`src/rtl/fetch_unit.sv`:
```
// Instruction-fetch stage: drives the PC into a combinational instruction
// memory and registers the returned word with its PC into the IF/ID register.
//
// Ports:
//   clk, rst_n             clock, asynchronous active-low reset
//   stall                  downstream not ready; hold PC and IF/ID
//   redirect_valid/_target taken branch/jump from execute (wins over stall)
//   pc_out                 PC register, memory read address
//   instr_in               memory read data for pc_out (same cycle)
//   if_valid/if_instr/if_pc  IF/ID register
//   halted                 fetch stopped on a HALT instruction
//   fetch_count            saturating count of issued instructions
module fetch_unit #(
   parameter logic [7:0]  RESET_PC    = 8'd0,
   parameter logic [4:0]  HALT_OPCODE = 5'b11111,
   parameter int unsigned CNT_W       = 16
) (
   input  logic             clk,
   input  logic             rst_n,
   input  logic             stall,
   input  logic             redirect_valid,
   input  logic [7:0]       redirect_target,
   output logic [7:0]       pc_out,
   input  logic [18:0]      instr_in,
   output logic             if_valid,
   output logic [18:0]      if_instr,
   output logic [7:0]       if_pc,
   output logic             halted,
   output logic [CNT_W-1:0] fetch_count
);

   typedef enum logic {
      S_RUN,
      S_HALTED
   } state_e;

   state_e state_q, state_d;

   logic [7:0]       pc_q, pc_d;
   logic             vld_q, vld_d;
   logic [18:0]      instr_q, instr_d;
   logic [7:0]       ifpc_q, ifpc_d;
   logic [CNT_W-1:0] cnt_q, cnt_d;

   logic is_halt;
   logic run;
   logic do_redir;
   logic do_fetch;

   assign is_halt  = (instr_in[18:14] == HALT_OPCODE);
   assign run      = (state_q == S_RUN);
   assign do_redir = run && redirect_valid;
   assign do_fetch = run && !redirect_valid && !stall;

   // State register
   always_ff @(posedge clk or negedge rst_n) begin
      if (!rst_n) begin
         state_q <= S_RUN;
      end else begin
         state_q <= state_d;
      end
   end

   // Next-state logic: a HALT only counts when it is actually issued,
   // so a redirect or stall in the same cycle leaves us in RUN.
   always_comb begin
      state_d = state_q;
      if (do_fetch && is_halt) begin
         state_d = S_HALTED;
      end
   end

   // Output logic
   always_comb begin
      halted = (state_q == S_HALTED);
   end

   // Datapath next-state
   always_comb begin
      pc_d    = pc_q;
      vld_d   = vld_q;
      instr_d = instr_q;
      ifpc_d  = ifpc_q;
      cnt_d   = cnt_q;
      unique case (1'b1)
         !run: begin
            // HALT stays presented until the consumer accepts it once
            if (!stall) begin
               vld_d = 1'b0;
            end
         end
         do_redir: begin
            pc_d  = redirect_target;
            vld_d = 1'b0;
         end
         do_fetch: begin
            instr_d = instr_in;
            ifpc_d  = pc_q;
            vld_d   = 1'b1;
            if (!(&cnt_q)) begin
               cnt_d = cnt_q + CNT_W'(1);
            end
            if (!is_halt) begin
               pc_d = pc_q + 8'd1;
            end
         end
         default: begin
         end
      endcase
   end

   always_ff @(posedge clk or negedge rst_n) begin
      if (!rst_n) begin
         pc_q    <= RESET_PC;
         vld_q   <= 1'b0;
         instr_q <= 19'd0;
         ifpc_q  <= 8'd0;
         cnt_q   <= '0;
      end else begin
         pc_q    <= pc_d;
         vld_q   <= vld_d;
         instr_q <= instr_d;
         ifpc_q  <= ifpc_d;
         cnt_q   <= cnt_d;
      end
   end

   assign pc_out      = pc_q;
   assign if_valid    = vld_q;
   assign if_instr    = instr_q;
   assign if_pc       = ifpc_q;
   assign fetch_count = cnt_q;

endmodule

```
`config.mk`:
```
export PLATFORM = sky130hd
export DESIGN_NAME = fetch_unit
export DESIGN_NICKNAME = d
export VERILOG_FILES = /design/src/rtl/fetch_unit.sv
export SDC_FILE = /design/constraint.sdc
export NUM_CORES = 1
export LEC_CHECK = 0
export CAP_MARGIN = 20
export CORE_MARGIN = 2
export CORE_UTILIZATION = 25
export DETAILED_ROUTE_END_ITERATION = 16
export GPL_TIMING_DRIVEN = 0
export PLACE_DENSITY_LB_ADDON = 0.08
export SETUP_SLACK_MARGIN = 0.15
export SLEW_MARGIN = 30
export SYNTH_ARGS = -nofsm -noshare
export SYNTH_HDL_FRONTEND = slang
export SYNTH_SLANG_ARGS = --single-unit
```
`constraint.sdc`:
```
create_clock -name clk -period 2.4 [get_ports clk]
set_clock_uncertainty 0.2 [all_clocks]
set_input_delay 0.36 -clock clk [delete_from_list [all_inputs] [get_ports clk]]
set_output_delay 0.36 -clock clk [all_outputs]
set_load 0.005 [all_outputs]
```
Yosys cells after proc, flatten, opt, wreduce, memory -nomap -nowiden
Cells that the tools add are included.
{"block": "totals", "ff_bits": 53, "inputBits": 31, "out_inout_bits": 53, "elab_cells": 29}
{"block": "classes", "add_sub_neg": 2, "n_eq_ne": 3, "n_mux": 4, "n_bitwise": 2, "n_reduce_logical": 12}
{"cell": "$add A16 B1 Y16 const B", "n": 1}
{"cell": "$pmux W8 S2", "n": 1}
{"cell": "$reduce_and A16 Y1", "n": 1}
{"cell": "$add A8 B1 Y8 const B", "n": 1}
{"cell": "$mux W8", "n": 1}
{"cell": "$reduce_and A2 Y1", "n": 3}
{"cell": "$eq A5 B5 Y1 const B", "n": 1}
{"cell": "$logic_and A1 B1 Y1", "n": 4}
{"cell": "$ne A2 B2 Y1 const B", "n": 2}
{"cell": "$pmux W1 S3", "n": 1}
{"cell": "$reduce_bool A3 Y1", "n": 1}
{"cell": "$logic_not A1 Y1", "n": 2}
{"cell": "$not A1 Y1", "n": 2}
{"cell": "$reduce_bool A2 Y1", "n": 1}
{"cell": "$mux W1", "n": 1}

Depth between registers and ports, before layout
Gate-level depths: netlist of run 1.
{"block": "logic_depth", "word_depth": 5, "depth_mapped": 6, "ltp_nobuf": 6}

Least setup slack after synthesis of run 1
Ideal clock, no wire load.
{"block": "synth_path", "kind": "register to register", "start": "register cnt_q[0] (netlist: fetch_count[0])", "end": "register cnt_q[1] (netlist: fetch_count[1])", "setup_ps": 128, "t_arrival_ps": 1445, "required_ps": 2072, "setup_slack_ps": 628, "path_stages_with_launch": 6, "path_buffers": 0, "period_less_slack_ps": 1772, "cell_sequence": "dfrtp_1 > ha_1 > nand2_1 > nor2_1 > a31oi_4 > mux2_1"}
{"block": "synth_between", "elab_chain_len": 3, "elab_cells_between_ends": 4, "cone_classes": "add/sub: 1; bitwise: 1; reduce/logical: 2"}
{"item": "start: declaration", "line": "43", "text": "logic [CNT_W-1:0] cnt_q, cnt_d;"}
{"item": "start signal: assignment", "line": "124", "text": "cnt_q <= cnt_d;"}
{"item": "parallel branches: the longest is 3 deep, another holds $add A16 B1 Y16"}
Several ways; the timed one is not identified.
A chain may end at the register's enable or synchronous reset.

Worst setup path in the final report of run 1
{"block": "layout_path", "start": "input port redirect_valid", "end": "register pc_q[5] (netlist: pc_out[5])"}
{"block": "layout_between", "elab_chain_len": 5, "elab_cells_between_ends": 8, "cone_classes": "eq/ne: 1; mux: 1; reduce/logical: 6"}
{"item": "start: declaration", "line": "21", "text": "input logic redirect_valid,"}
{"item": "$logic_not A1 Y1", "line": "53", "text": "assign do_fetch = run && !redirect_valid && !stall;"}
{"item": "$logic_and A1 B1 Y1 (2 in a row)", "line": "53"}
{"item": "$ne A2 B2 Y1 (no line) / $reduce_bool A2 Y1 (equally long branches)"}
{"item": "$reduce_and A2 Y1 (no line)"}
{"item": "end signal: assignment", "line": "120", "text": "pc_q <= pc_d;"}
{"item": "end: declaration", "line": "39", "text": "logic [7:0] pc_q, pc_d;"}
Several ways; a longest one is shown, not always the timed one.

==> results.md, run 1 <==
Power:
- The sequential fraction of design power is 0.582.
- Of the total power, the clock network draws 0.320.
- In this run the static leakage power is 0.00159 uW.
- The part of the power in combinational logic is 0.098.
- Of the total power, the share spent switching nets is 0.241.
- The internal portion of the total power is 1230 uW.
- The worst-case IR drop observed on VDD is 179 uV.
- The net switching component of the power is 388 uW.
- In this run the power density over the cells is 462 mW/mm2.

Placed design:
- The count of buffers inserted at the top-level ports is 83.
- The cell count after placement is 462.
- At the end of routability-driven placement, the weighted congestion stood at 0.718.
- OpenSTA, run right after detailed placement, puts the worst setup slack at 9.37 ps.
- The HPWL after detailed placement is 4600 um.

STA:
- The final max-slew violation count is 0.
- The total negative setup slack is 0 ps.
- Measured against its own limit, the worst slew margin works out to 0.691.
- The total count of hold-check failures in the final report is 0.
- The final worst-path setup slack is 385 ps.
- Across all hold checks on the routed design, the worst slack comes to 277 ps.
- For the pin with the worst max-slew slack, the measured transition is 464 ps.
- Setup violations remaining at the end of the flow were counted as 0.
- Setup repair after global routing left no endpoint under its margin.
- Static timing analysis puts the maximum clock frequency at 496 MHz.
- The final cycle utilization of the critical path is 0.840.
- Subtracting the final worst setup slack from the clock period gives 2020 ps.

Worst setup path:
- STA classifies the critical path endpoint as a flop.
- The data arrival time of the critical path is 2020 ps.
- The buffers plus inverters on the worst setup path is 3.
- Along the worst path, the maximum fanout reaches 10.
- The cell with the largest stage delay on the worst path is sky130_fd_sc_hd__clkdlybuf4s50_1.
- The cell repeated most along the worst path is sky130_fd_sc_hd__buf_2.
- Data on the critical path is required at its endpoint by 2410 ps.
- STA classifies the critical path startpoint as a primary input.
- The largest delay contributor family on the critical path is buffers and inverters.
- The signal on the critical path passes through clkdlybuf4s50_1 -> nor3_4 -> buf_2 -> buf_2 -> nand2_1 -> o22ai_1 -> nor2_1.
- The critical path class is in -> reg.
- For this run, the slowest stage of the critical path takes 530 ps.

Status:
- The run finished with clean final reports.

Synthesis:
- The net count of the mapped netlist is 282.
- The synthesized design contains 0 enable-type register cells.
- The proportion of synthesized chip area in sequential cells is 0.555.
- The share of synthesized area in the top cell type comes to 0.555.
- The number of different library cells in the post-synthesis netlist is 36.
- The dominant cell type by area after synthesis is sky130_fd_sc_hd__dfrtp_1.
- Synthesis inferred 53 register bits.
- Yosys attributes the largest share of cell area to sky130_fd_sc_hd__dfrtp_1 55%, sky130_fd_sc_hd__nand2_1 15%, sky130_fd_sc_hd__nand3_1 2.9%.
- For this run, the leading register cell type out of synthesis is sky130_fd_sc_hd__dfrtp_1.
- In the synthesized netlist the async set-or-reset flop fraction comes to 1.00.
- The synthesized instance count is 249.
- After synthesis, the most frequently instantiated cells are 94 x sky130_fd_sc_hd__nand2_1, 53 x sky130_fd_sc_hd__dfrtp_1, 14 x sky130_fd_sc_hd__nand3_1, 10 x sky130_fd_sc_hd__nor2_1, 9 x sky130_fd_sc_hd__a21oi_1.
- The total number of yosys warnings is 0.
- The average cell area after synthesis is 9.60 um2.
- sky130_fd_sc_hd__nand2_1 is the most common cell in the netlist.
- The post-synthesis instance area is 0.00239 mm2.

Finish:
- From synthesis to final layout, the design area changed by 46.2%.
- After the last flow step, the layout net total stands at 374.
- Leaving out filler cells and counting taps, the final layout contains 471.
- Once layout is complete, the utilization of the core stands at 0.378.
- The number of antenna repair diodes is 0.
- The share of post-route cells with drive strength above 1 is 0.0848.

Drt:
- After the first detailed-routing iteration, the DRC count stood at 69.
- Detailed routing inserted a total of 2018 vias.
- The via count normalized by instance count is 4.28.
- The remaining design rule violation count is 0.
- The detailed-route wire length is 6380 um.
- The average routed wire per standard cell is 13.5 um.
- The count of TritonRoute iterations in the first routing pass is 4.
- The residual antenna-violating net count after detailed routing is 0.

Floorplan:
- The floorplan step defined a die boundary enclosing 0.0104 mm2.
- From left edge to right edge, the die measures 102 um.
- The core region is 0.00924 mm2.
- The die is 102 um tall.
- The number of placement rows is 35.
- The starting utilization of the core area is 0.259.
- Pin placement for this block handled 84 I/O pins.

Global route:
- The overall overflow remaining after global route is 0.
- The total routing usage reported by global routing is 0.130.
- The first global-routing pass estimated 10500 um of wire.
- The pin count of the biggest net entering global routing is 28.
- The via count of the first global-routing pass is 2055.
- The initial antenna violation count is 0.

Min path:
- In this run the worst hold path is classified as reg -> reg.

Clock network:
- The clock transition at the register clock pins on the worst setup and hold paths after CTS is 100 ps.
- Clock tree synthesis inserted a total of 5 buffers.
- The clock network latency to the later pin of the worst-skew pair is 310 ps.
- The TritonCTS clock tree is yes.
- The post-CTS repair timing setup buffer count is 0.
- The deepest level of the CTS H-tree is 2.
- The cell at the root of the clock tree is sky130_fd_sc_hd__clkbuf_8.
- CTS saw 53 sinks.
- In this run the deepest clock path goes through 2 buffers.

Run:
- The max-capacitance violation count is 0.
final timing paths:
| kind | slack, ps | end | cells past startpoint | start |
|---|---|---|---|---|
| worst max-delay path | 380 | pc_out[5] | 7 | redirect_valid |
| worst min-delay path | 280 | if_instr[10] | 2 | if_instr[10] |
| worst min register to register | 280 | if_instr[10] | 2 | if_instr[10] |
| max in group asynchronous | 1230 | fetch_count[6] | 3 | rst_n |
| worst max register to register | 480 | fetch_count[1] | 5 | fetch_count[0] |
| min in group asynchronous | 290 | if_instr[16] | 2 | rst_n |
cells in the final DEF, fill, tap and decap left out, types with 3 or more instances in the layout:
master,netlist,routed
sky130_fd_sc_hd__a21oi_1,9,9
sky130_fd_sc_hd__a31oi_1,5,5
sky130_fd_sc_hd__and3_1,4,4
sky130_fd_sc_hd__and3_4,3,3
sky130_fd_sc_hd__buf_2,7,7
sky130_fd_sc_hd__clkbuf_8,0,5
sky130_fd_sc_hd__clkdlybuf4s50_1,0,82
sky130_fd_sc_hd__dfrtp_1,53,53
sky130_fd_sc_hd__nand2_1,94,94
sky130_fd_sc_hd__nand3_1,14,14
sky130_fd_sc_hd__nor2_1,10,10
sky130_fd_sc_hd__nor2b_1,3,3
sky130_fd_sc_hd__o21ai_0,5,5
sky130_fd_sc_hd__o22ai_1,4,4
sky130_fd_sc_hd__xnor2_1,7,7
sky130_fd_sc_hd__xor2_1,3,3
registers in the layout, summed over array words and instances (netlist names):
register and count:
fetch_count 16, halted 1, if_instr 19, if_pc 8, if_valid 1, pc_out 8
metrics by stage:
stage	power, uW	area [um2]
6_report	1610	3490
3_3_place_gp	1110	3380
5_1_grt	1690	3490
4_1_cts	1650	3490
2_1_floorplan	983	2390
3_5_place_dp	1120	3400
layer usage:
layer / wire (um) / vias to the layer above / global-route usage
met5: 0 / - / 0
met4: 72 / 0 / 0.0343
met3: 412 / 5 / 0.0373
met2: 2940 / 57 / 0.209
met1: 2950 / 944 / 0.173
li1: - / 1012 / -
worst register-to-register path: stages (launching register included):
cell and delay (ps):
sky130_fd_sc_hd__dfrtp_1 430, sky130_fd_sc_hd__ha_1 240, sky130_fd_sc_hd__nand2_1 100, sky130_fd_sc_hd__nor2_1 380
sky130_fd_sc_hd__a31oi_4 150, sky130_fd_sc_hd__mux2_1 320
layout make-up:
type                       count  area [um2]
fill                         957        5750
sequential                    53        1330
multi-input combinational    184        1000
timing repair buffer          85         858
tap                          129         161
clock buffer                   7        76.3
buffer                        10        53.8
clock inverter                 1        7.51
inverter                       2        7.51
power by group through the flow:
stage	Clock [uW]	Combinational (uW)	Sequential (uW)
3_3_place_gp	0	156	958
5_1_grt	575	175	945
4_1_cts	545	163	941
3_5_place_dp	0	160	958
6_report	515	158	939
2_1_floorplan	0	27.4	955
what timing repair did:
action / in CTS / in global routing
resized for setup: 0 / 0
hold buffers: 1 / 0
endpoints found under the hold margin: 26 / 0
logic make-up after synthesis:
family                   count (synthesis)  synth area share
multiplexers                             3            0.0136
AND/OR/NAND/NOR                        137             0.261
XOR/XNOR                                10            0.0366
AO/OA/AOI/OAI                           32            0.0979
adder cells (fa/ha/maj)                  2            0.0105
flip-flops                              53             0.555
buffers and inverters                   12            0.0256
(Power assumes the default switching activity.)
==> run 2, diff against run 1 <==
Clock period 2.4 ns to 1.9 ns, I/O delays scaled along.
==> results.md, run 2 (same netlist as run 1, synthesis figures left out) <==
Status:
- The run finished with clean final reports.

Clock network:
- The clock network latency to the later pin of the worst-skew pair is 310 ps (about the same).
- The maximum clock path buffer count is 2 (unchanged).
- The total CTS buffers is 5 (unchanged).
- The clock sink count is 53 (unchanged).
- The clock transition at the register clock pins on the worst setup and hold paths after CTS is 110 ps (about the same).
- TritonCTS built the clock tree.
- The cell at the root of the clock tree is sky130_fd_sc_hd__clkbuf_8.
- The deepest level of the CTS H-tree is 2 (unchanged).

Power:
- The maximum VDD drop is 315 uV (+77%).
- The static power due to leakage was 0.00197 uW (+24%).
- The power density of the placed cells is 531 mW/mm2 (+15%).

Finish:
- The number of flip-flops under the largest register name is 19 (unchanged).
- The most frequent standard cell in the layout excluding fill and tap cells is sky130_fd_sc_hd__nand2_1.
- The area of all placed cells without fillers is 0.00389 mm2 (+11%).
- The layout net count came to 410 (+9.6%).
- The share of post-route cells with drive strength above 1 is 0.222 (+0.137).
- The area growth from synthesis to layout is 62.8%.
- In the layout the commonest cells are 94 x sky130_fd_sc_hd__nand2_1, 68 x sky130_fd_sc_hd__clkdlybuf4s50_1, 45 x sky130_fd_sc_hd__dfrtp_1.
- The number of antenna repair diodes was 0 (unchanged).

Drt:
- The number of DRC violations after detailed-routing iteration 0 is 67 (-2.9%).
- The count of vias placed by the detailed router came to 2211 (+9.6%).
- The detailed-route wire length is 6860 um (+7.4%).
- The via count normalized by instance count is 4.36 (+1.8%).
- The average routed wire per standard cell was 13.5 um (-0.22%).
- The remaining design rule violation count came to 0 (unchanged).
- The residual antenna-violating net count after detailed routing is 0 (unchanged).
- The count of TritonRoute iterations in the first routing pass came to 4 (unchanged).

Floorplan:
- The overall die width is 102 um (unchanged).
- The core area was 0.00924 mm2 (unchanged).
- The area enclosed by the die boundary is 0.0104 mm2 (unchanged).
- The number of placement rows is 35 (unchanged).
- The vertical die dimension is 102 um (unchanged).
- The starting utilization of the core area came to 0.259 (unchanged).
- The top-level port count is 84 (unchanged).

STA:
- The final max-slew violation count is 0 (unchanged).
- The number of endpoints failing setup at the final stage is 0 (unchanged).
- The total negative setup slack was 0 ps (unchanged).
- The total count of hold-check failures in the final report is 0 (unchanged).
- In the finished design, the share of the clock period the worst path needs comes to 0.937.
- The maximum operating frequency is 562 MHz.
- The minimum period implied by the final worst setup slack is 1780 ps.
- The relative max-transition margin is 0.818 (+0.127).
- Setup repair after global routing could not meet its margin everywhere.
- The actual slew at the worst max-slew pin is 272 ps (-192 ps).
- The final worst-path setup slack was 120 ps (-264 ps).

Global route:
- The initial antenna violation count is 0 (unchanged).
- The overall overflow remaining after global route came to 0 (unchanged).
- The global-route wire length before repair was 11000 um (+5.2%).
- The via count of the first global-routing pass is 2147 (+4.5%).
- The total routing usage reported by global routing is 0.136 (+0.00625).
- The pin count of the biggest net entering global routing is 45 (+61%).

Worst setup path:
- The required time of the critical path is 1890 ps (-520 ps).
- The worst setup path is launched from a flop.
- The startpoint of the lowest-slack register-to-register path is fetch_count[8].
- The worst register-to-register path ends at fetch_count[5].
- STA classifies the critical path endpoint as a flop.
- The worst reg-to-reg setup slack came to 120 ps (-360 ps).
- The maximum net fanout on the critical path is 5 (-5).
- The critical path class is reg -> reg.
- The path depth of the worst reg2reg path is 6 (+1).
- The data arrival time of the critical path is 1770 ps (-250 ps).

Placed design:
- The placed wire-length estimate after detailed placement is 4470 um (-2.9%).
- The weighted congestion at the end of routability-driven global placement is 0.716 (-0.18%).
- The placement-stage worst setup slack is -408 ps (-418 ps).
- The post-placement cell area was 0.00341 mm2 (+0.29%).
- The count of buffers inserted at the top-level ports is 83 (unchanged).

Min path:
- The path type of the worst min-delay path is in -> async.

Run:
- The max-capacitance violation count is 0 (unchanged).
-- run 2: repair_timing --
action | in CTS | in global routing
pin swaps | 9 | 9
hold buffers | 1 | 0
gates resized for setup | 20 | 22
setup buffers | 27 | 9
setup endpoints to repair | 66 | 43
hold endpoints to repair | 53 | 0
-- run 2: worst max path at each step --
| stage | from | end | depth (start not counted) |
|---|---|---|---|
| after CTS | fetch_count[9] | fetch_count[10] | 6 |
| after detailed placement | redirect_valid | pc_out[5] | 7 |
| final | fetch_count[8] | fetch_count[5] | 6 |
| after global placement | rst_n | if_instr[3] | 1 |
| after floorplan | halted | fetch_count[1] | 4 |
| after global routing | fetch_count[8] | fetch_count[5] | 6 |
-- run 2: power by group --
part	switching, uW	internal (uW)
Sequential	18.2	1160
Clock	391	264
Combinational	88.8	146
-- run 2: per-layer routing --
| layer | up-vias | global-route usage | share of wire |
|---|---|---|---|
| met5 | - | 0 | 0 |
| met4 | 0 | 0.0343 | 0.011 |
| met3 | 6 | 0.0331 | 0.060 |
| met2 | 62 | 0.218 | 0.47 |
| met1 | 1062 | 0.186 | 0.46 |
| li1 | 1081 | - | - |
-- run 2: worst max-delay path: stages (launching register included) --
cell                      delay (ps)
sky130_fd_sc_hd__dfrtp_1         410
sky130_fd_sc_hd__and3_4          190
sky130_fd_sc_hd__and3_4          140
sky130_fd_sc_hd__buf_8           130
sky130_fd_sc_hd__a31oi_4         290
sky130_fd_sc_hd__nand3_2         130
sky130_fd_sc_hd__xnor2_2         150
-- run 2: layout make-up --
| type | count | area [um2] |
|---|---|---|
| multi-input cells | 184 | 1070 |
| clock buffers | 6 | 72.6 |
| inverters | 2 | 7.51 |
| flip-flops and latches | 53 | 1340 |
| plain buffers | 10 | 68.8 |
| fillers | 941 | 5350 |
| clock inverters | 2 | 13.8 |
| repair buffers | 121 | 1160 |
| well taps | 129 | 161 |
-- run 2: stage by stage --
step	util	total power, uW	hold WS (ps)	cells
global placement	0.366	1410	257	461
floorplan	-	1240	-211	249
finish	0.421	2070	148	507
CTS	0.405	2110	140	498
detailed placement	0.369	1410	-63.1	462
global route	0.421	2190	144	507
